$ cat src/rtl/depth_bar_hud.sv
// depth_bar_hud: depth-bar HUD sprite for the hole-in-the-wall game.
// Draws a horizontal bar with a wall marker, up to NUM_PLAYERS player markers and the two
// goal-window bounds. Depths are captured once per frame on the latch line, player markers
// slew toward their targets by at most SLEW per frame, and in-goal players blink.
//
// Ports:
//   clk_in            pixel clock
//   rst_in            synchronous active-high reset
//   hcount_in         horizontal pixel count (11 bits)
//   vcount_in         vertical line count (10 bits)
//   wall_depth_in     wall depth target
//   player_depths_in  packed player depth targets, player i at [8i+7:8i]
//   num_players_in    number of active players, clamped to NUM_PLAYERS
//   pixel_out         RGB pixel, two cycles after hcount/vcount
//   in_sprite         pixel-inside-sprite flag, aligned with pixel_out
module depth_bar_hud #(
  parameter int unsigned NUM_PLAYERS  = 4,
  parameter int unsigned MAX_DEPTH    = 75,
  parameter int unsigned GOAL_DEPTH   = 60,
  parameter int unsigned GOAL_DELTA   = 10,
  parameter int unsigned X            = 800,
  parameter int unsigned Y            = 100,
  parameter int unsigned SCALE_SHIFT  = 2,
  parameter int unsigned WIDTH        = (MAX_DEPTH + 1) << SCALE_SHIFT,
  parameter int unsigned HEIGHT       = 20,
  parameter int unsigned LATCH_V      = 720,
  parameter int unsigned SLEW         = 4,
  parameter int unsigned BLINK_FRAMES = 15,
  parameter logic [23:0] WALL_COLOR   = 24'hFF0080,
  parameter logic [23:0] GOAL_COLOR   = 24'h000080,
  parameter logic [23:0] BG_COLOR     = 24'hFFFFFF,
  parameter logic [23:0] BLINK_COLOR  = 24'hFFD700,
  parameter logic [NUM_PLAYERS*24-1:0] PLAYER_COLORS = (NUM_PLAYERS*24)'({
    24'h8000FF, 24'hFF8000, 24'h808080, 24'hFF00FF,
    24'h00FFFF, 24'h0000FF, 24'h00FF00, 24'hFF0000})
) (
  input  logic                                 clk_in,
  input  logic                                 rst_in,
  input  logic [10:0]                          hcount_in,
  input  logic [9:0]                           vcount_in,
  input  logic [7:0]                           wall_depth_in,
  input  logic [8*NUM_PLAYERS-1:0]             player_depths_in,
  input  logic [$clog2(NUM_PLAYERS+1)-1:0]     num_players_in,
  output logic [23:0]                          pixel_out,
  output logic                                 in_sprite
);

  localparam int unsigned NPW = $clog2(NUM_PLAYERS + 1);
  localparam int unsigned FCW = $clog2(BLINK_FRAMES + 1);

  localparam logic [7:0]           MAX_D   = 8'(MAX_DEPTH);
  localparam logic [7:0]           GOAL_LO = 8'(GOAL_DEPTH - GOAL_DELTA);
  localparam logic [7:0]           GOAL_HI = 8'(GOAL_DEPTH + GOAL_DELTA);
  localparam logic [10:0]          X_LO    = 11'(X);
  localparam logic [10:0]          X_HI    = 11'(X + WIDTH);
  localparam logic [9:0]           Y_LO    = 10'(Y);
  localparam logic [9:0]           Y_HI    = 10'(Y + HEIGHT);
  localparam logic [9:0]           LATCH_L = 10'(LATCH_V);
  localparam logic signed [8:0]    SLEW_S  = 9'(SLEW);
  localparam logic [NPW-1:0]       NP_CAP  = NPW'(NUM_PLAYERS);

  function automatic logic [7:0] clamp_depth(input logic [7:0] d);
    return (d > MAX_D) ? MAX_D : d;
  endfunction

  // Step cur toward tgt by at most SLEW; both stay in 0..MAX_DEPTH so the result does too.
  function automatic logic [7:0] slew_step(input logic [7:0] cur, input logic [7:0] tgt);
    logic signed [8:0] diff;
    diff = $signed({1'b0, tgt}) - $signed({1'b0, cur});
    if (diff > SLEW_S) begin
      return cur + 8'(SLEW);
    end else if (diff < -SLEW_S) begin
      return cur - 8'(SLEW);
    end
    return tgt;
  endfunction

  logic                 tick;
  logic [7:0]           wall_q;
  logic [7:0]           player_q [NUM_PLAYERS];
  logic [NPW-1:0]       num_active_q;
  logic [FCW-1:0]       frame_cnt_q;
  logic                 phase_q;
  logic                 primed_q;

  assign tick = (hcount_in == 11'd0) && (vcount_in == LATCH_L);

  // Targets are consumed on the same edge they are captured, so the displayed registers are
  // the only per-frame state; the wall displayed depth is its target.
  always_ff @(posedge clk_in) begin
    if (rst_in) begin
      wall_q       <= '0;
      for (int i = 0; i < int'(NUM_PLAYERS); i++) player_q[i] <= '0;
      num_active_q <= '0;
      frame_cnt_q  <= '0;
      phase_q      <= 1'b0;
      primed_q     <= 1'b0;
    end else if (tick) begin
      wall_q <= clamp_depth(wall_depth_in);
      for (int i = 0; i < int'(NUM_PLAYERS); i++) begin
        player_q[i] <= primed_q ? slew_step(player_q[i], clamp_depth(player_depths_in[8*i +: 8]))
                                : clamp_depth(player_depths_in[8*i +: 8]);
      end
      num_active_q <= (num_players_in > NP_CAP) ? NP_CAP : num_players_in;
      if (frame_cnt_q == FCW'(BLINK_FRAMES - 1)) begin
        frame_cnt_q <= '0;
        phase_q     <= ~phase_q;
      end else begin
        frame_cnt_q <= frame_cnt_q + 1'b1;
      end
      primed_q <= 1'b1;
    end
  end

  // Stage 1: sprite hit test and depth column.
  logic        s1_in_d, s1_in_q;
  logic [10:0] h_off;
  logic [7:0]  s1_depth_d, s1_depth_q;

  always_comb begin
    s1_in_d    = (hcount_in >= X_LO) && (hcount_in < X_HI) &&
                 (vcount_in >= Y_LO) && (vcount_in < Y_HI);
    h_off      = hcount_in - X_LO;
    s1_depth_d = s1_in_d ? 8'(h_off >> SCALE_SHIFT) : 8'd0;
  end

  // Stage 2: colour priority. Later assignments win, and the player loop runs from the top
  // index down so the lowest matching index takes the pixel.
  logic [23:0] color_d;

  always_comb begin
    color_d = BG_COLOR;
    if ((s1_depth_q == GOAL_LO) || (s1_depth_q == GOAL_HI)) color_d = GOAL_COLOR;
    for (int i = int'(NUM_PLAYERS) - 1; i >= 0; i--) begin
      if ((NPW'(i) < num_active_q) && (player_q[i] == s1_depth_q)) begin
        if (phase_q && (player_q[i] >= GOAL_LO) && (player_q[i] <= GOAL_HI)) begin
          color_d = BLINK_COLOR;
        end else begin
          color_d = PLAYER_COLORS[24*i +: 24];
        end
      end
    end
    if (s1_depth_q == wall_q) color_d = WALL_COLOR;
    if (!s1_in_q) color_d = '0;
  end

  always_ff @(posedge clk_in) begin
    if (rst_in) begin
      s1_in_q    <= 1'b0;
      s1_depth_q <= '0;
      pixel_out  <= '0;
      in_sprite  <= 1'b0;
    end else begin
      s1_in_q    <= s1_in_d;
      s1_depth_q <= s1_depth_d;
      pixel_out  <= color_d;
      in_sprite  <= s1_in_q;
    end
  end

endmodule

$ cat config.mk
export PLATFORM = sky130hd
export DESIGN_NAME = depth_bar_hud
export DESIGN_NICKNAME = d
export VERILOG_FILES = /design/src/rtl/depth_bar_hud.sv
export SDC_FILE = /design/constraint.sdc
export NUM_CORES = 1
export LEC_CHECK = 0
export ABC_AREA = 1
export CAP_MARGIN = 25
export CORE_MARGIN = 4
export CORE_UTILIZATION = 45
export CTS_BUF_LIST = sky130_fd_sc_hd__clkbuf_8
export CTS_CLUSTER_DIAMETER = 40
export DETAILED_ROUTE_END_ITERATION = 16
export PLACE_DENSITY = 0.67
export SETUP_SLACK_MARGIN = 0.15
export SLEW_MARGIN = 0
export SYNTH_ARGS = -nofsm -noshare
export SYNTH_HDL_FRONTEND = slang
export SYNTH_SLANG_ARGS = --single-unit
$ cat constraint.sdc
create_clock -name clk_in -period 3.9 [get_ports clk_in]
set_input_delay 0.585 -clock clk_in [delete_from_list [all_inputs] [get_ports clk_in]]
set_output_delay 0.585 -clock clk_in [all_outputs]
set_load 0.02 [all_outputs]
==> summary.txt <==
Status
  • Result of the run: completed

STA
  • Final count of hold timing violations: 0
  • Largest clock skew in the final design: 14.0 ps
  • Shortest clock period the worst path allows after layout: 3640 ps
  • Final slew viol count: 0
  • Max transition margin: 0.609
  • Final clock period utilization by the worst path: 0.934
  • Setup repair after global routing missed its margin: false
  • Transition time at the pin with the least slew margin: 585 ps
  • Upper clock frequency limit: between 200 and 300 MHz
  • Final setup fails: 0

Worst setup path
  • Worst Reg-to-Reg Cells: 21
  • Required time worst endpoint: about 4000 ps
  • Path type of the worst setup path: in -> reg
  • Sort of element at the end of the critical path: flop
  • Data arrival time of the worst path: 3760 ps
  • Critical path peak fanout: 4
  • Crit path launch type: input port

Floorplanning
  • Placement row count: 44
  • Placeable core region: 0.0146 sq mm
  • Die height: 130 um
  • Horizontal die dimension: 130 um
  • Initial standard-cell utilization of the core: 0.462
  • Die footprint: 0.0170 sq mm
  • Number of top-level pins: 91

Logic synthesis
  • Share of the synthesized area in the top cell type: 0.161
  • Post-synthesis instance area: 0.00675 sq mm
  • Largest area contributor in the netlist: sky130_fd_sc_hd__nand2_1
  • Share of async-settable or async-resettable flops after synthesis: 0
  • Most frequent cells after synthesis: 289 x sky130_fd_sc_hd__nand2_1, 173 x sky130_fd_sc_hd__inv_1, 120 x sky130_fd_sc_hd__nor2_1
  • Sequential element share of the synthesized area: 0.237
  • Number of enable-type register cells in the synthesized netlist: 32
  • Cells after synthesis: 1053
  • Top cells by area, synth: sky130_fd_sc_hd__nand2_1 16%, sky130_fd_sc_hd__edfxtp_1 14%, sky130_fd_sc_hd__inv_1 9.6%, sky130_fd_sc_hd__dfxtp_1 9.5%, sky130_fd_sc_hd__ha_1 9.5%
  • Prevailing post-synth register cell: sky130_fd_sc_hd__edfxtp_1
  • Library cell with the highest instance count after synthesis: sky130_fd_sc_hd__nand2_1
  • Average cell area after synthesis: 6.41 sq um
  • Number of flip-flops and latches in the synthesized netlist: 64
  • Count of cell types in the netlist: 52
  • YS warnings: 0

Min path
  • Cell depth of the worst hold path: 2
  • Worst hold path class: reg -> reg

Layout
  • Final standard cell area without fillers: 0.00935 sq mm
  • Final non-filler cell total: 1428
  • Antenna diode instance count: 0
  • Area growth syn-to-layout: 38.7%
  • Final net count: 1364
  • Share of post-route cells with drive strength above 1: 0.234

Drt
  • Average routed wire per standard cell: 13.5 um
  • Vias per std cell: 5.03
  • Number of nets with antenna violations after routing: 0
  • WL final: 19300 um
  • Via count: 7180
  • Number of search-and-repair iterations in the first detailed-routing pass: 7
  • Number of DRC markers in iteration 0: 568
  • Remaining DRCs: 0

CTS
  • Clock latency of the later-clocked register in the worst-skew pair: 360 ps
  • Total clock buffers created by CTS: 9
  • Clock buffer depth: 2
  • Clock tree sinks: 64
  • H-tree lvl count: 3
  • Clock transition at the registers of the reported paths: 70 ps
  • Number of hold-repair buffers added at the cts stage: 0
  • Cell at the root of the clock tree: sky130_fd_sc_hd__clkbuf_8
  • CTS tree: built

Global route
  • Number of antenna violations at the first check in global routing: 0
  • Remaining global-route overflow: 0
  • Number of global-route vias before repair: 6757
  • Global Route Usage Sum: 0.221
  • First-pass GRT wire length: 30600 um
  • Pin count of the biggest net entering global routing: 39

Flow run
  • MaxCap Viol Count: 0

Placement
  • Number of port buffers: 90
  • Detail Placement HPWL: 14600 um
  • Area after DPL: 0.00843 sq mm
  • Routability-driven placement congestion ratio: 0.924
  • Number of placed instances with taps included: 1400

Pwr
  • Power per cell area: 218 mW/mm^2
  • Static Leak: roughly 4.6 nW
  • Worst IR Drop VDD: around 0.00018 V
==> repair_timing <==
item	CTS	global route
resized for setup	27	130
pin swaps	4	58
setup buffers	1	10
endpoints found under the setup margin	9	15
==> power breakdown <==
part / leakage [nW] / internal (mW) / switching (mW)
Combinational: 3.88 / 0.397 / 0.407
Clock: 0.0921 / 0.238 / 0.256
Sequential: 0.588 / 0.716 / 0.0208
Total: 4.56 / 1.35 / 0.685
==> metal layers <==
layer	GRT usage	up-vias	routed length (um)
met3	0.0358	22	1150
met1	0.296	3251	8640
met2	0.375	192	9260
met4	0.0544	0	261
li1	-	3715	-
met5	0	-	0
==> sequential cells by signal (all words and copies together) (netlist names), 3 cells and up <==
register	flops
num_active_q	3
wall_q	8
frame_cnt_q	4
player_q	32
pixel_out	5
s1_depth_q	8
==> path summary, 6_finish.rpt <==
| path | endpoint | slack, ps | from |
|---|---|---|---|
| worst max-delay path | player_q[3][7]$_SDFFCE_PN0P_ | 260 | player_depths_in[30] |
| worst min-delay path | wall_q[7]$_SDFFE_PP0P_ | 460 | wall_q[7]$_SDFFE_PP0P_ |
| worst min register to register | wall_q[7]$_SDFFE_PP0P_ | 460 | wall_q[7]$_SDFFE_PP0P_ |
| worst max register to register | player_q[3][7]$_SDFFCE_PN0P_ | 670 | player_q[3][0]$_SDFFCE_PN0P_ |
==> per-stage QoR <==
stage / power (mW) / hold slack [ps] / worst slack, ps / utilization / TNS (ps)
3_3_place_gp: 1.43 / 440 / -393 / 0.578 / -3310
2_1_floorplan: 1.15 / 430 / 294 / - / 0
6_report: 2.04 / 458 / 257 / 0.641 / 0
5_1_grt: 2.17 / 503 / 88.4 / 0.641 / 0
4_1_cts: 1.95 / 459 / 152 / 0.599 / 0
3_5_place_dp: 1.44 / 448 / -430 / 0.578 / -3710
==> placed cells by master (no fill, tap or decap), types with 3 or more instances in the layout <==
cell / count
sky130_fd_sc_hd__dfxtp_1: 32
sky130_fd_sc_hd__nand3_1: 81
sky130_fd_sc_hd__ha_4: 22
sky130_fd_sc_hd__nand2_4: 13
sky130_fd_sc_hd__xor2_1: 15
sky130_fd_sc_hd__nor2_4: 9
sky130_fd_sc_hd__buf_6: 3
sky130_fd_sc_hd__a21oi_2: 23
sky130_fd_sc_hd__fa_2: 6
sky130_fd_sc_hd__o21ai_1: 4
sky130_fd_sc_hd__o21ai_0: 20
sky130_fd_sc_hd__clkbuf_8: 10
sky130_fd_sc_hd__inv_1: 161
sky130_fd_sc_hd__nand2_1: 269
sky130_fd_sc_hd__edfxtp_1: 32
sky130_fd_sc_hd__nand4_1: 27
sky130_fd_sc_hd__conb_1: 4
sky130_fd_sc_hd__ha_1: 29
sky130_fd_sc_hd__xnor2_1: 11
sky130_fd_sc_hd__nor3_1: 10
sky130_fd_sc_hd__a21oi_1: 27
sky130_fd_sc_hd__nor2_2: 15
sky130_fd_sc_hd__a31oi_1: 5
sky130_fd_sc_hd__nand3_2: 13
sky130_fd_sc_hd__o22ai_1: 4
sky130_fd_sc_hd__or2_0: 3
sky130_fd_sc_hd__buf_4: 109
sky130_fd_sc_hd__nand3b_1: 5
sky130_fd_sc_hd__nand2_2: 30
sky130_fd_sc_hd__clkdlybuf4s50_1: 68
sky130_fd_sc_hd__dlymetal6s2s_1: 22
sky130_fd_sc_hd__inv_2: 21
sky130_fd_sc_hd__nor2_1: 102
==> cells by family after synthesis <==
family	after synthesis	synth area share
buffers and inverters	214	0.135
flip-flops	64	0.237
AO/OA/AOI/OAI	97	0.0809
AND/OR/NAND/NOR	591	0.393
adder cells (fa/ha/maj)	59	0.118
other	1	0.000556
XOR/XNOR	27	0.0351
==> critical path, stage by stage <==
cell,delay (ps)
sky130_fd_sc_hd__clkdlybuf4s50_1,490
sky130_fd_sc_hd__a21oi_2,70
sky130_fd_sc_hd__inv_2,120
sky130_fd_sc_hd__nor2_4,70
sky130_fd_sc_hd__ha_4,160
sky130_fd_sc_hd__fa_2,390
sky130_fd_sc_hd__inv_2,90
sky130_fd_sc_hd__nand2_2,60
sky130_fd_sc_hd__nand2_1,50
sky130_fd_sc_hd__nand2_1,60
sky130_fd_sc_hd__nand2_2,70
sky130_fd_sc_hd__nand3_2,90
sky130_fd_sc_hd__nor2_2,120
sky130_fd_sc_hd__nand3_2,100
sky130_fd_sc_hd__nand2_4,120
sky130_fd_sc_hd__ha_4,220
sky130_fd_sc_hd__a21oi_2,140
sky130_fd_sc_hd__nand2_1,80
sky130_fd_sc_hd__nand2_1,90
sky130_fd_sc_hd__nand2_1,70
sky130_fd_sc_hd__a21oi_2,160
sky130_fd_sc_hd__or2_4,150
sky130_fd_sc_hd__nand3_1,70
sky130_fd_sc_hd__nand2_1,70
sky130_fd_sc_hd__nor3_2,40
==> final cells by class <==
cell class,instances,area (sq um)
sequential,64,1600
clock buffer,10,138
inverter,183,694
clock inverter,6,28.8
multi-input combinational,778,4840
fill,1316,5240
timing repair buffer,203,1820
tap,184,230
Power figures use the tool's default switching activity.
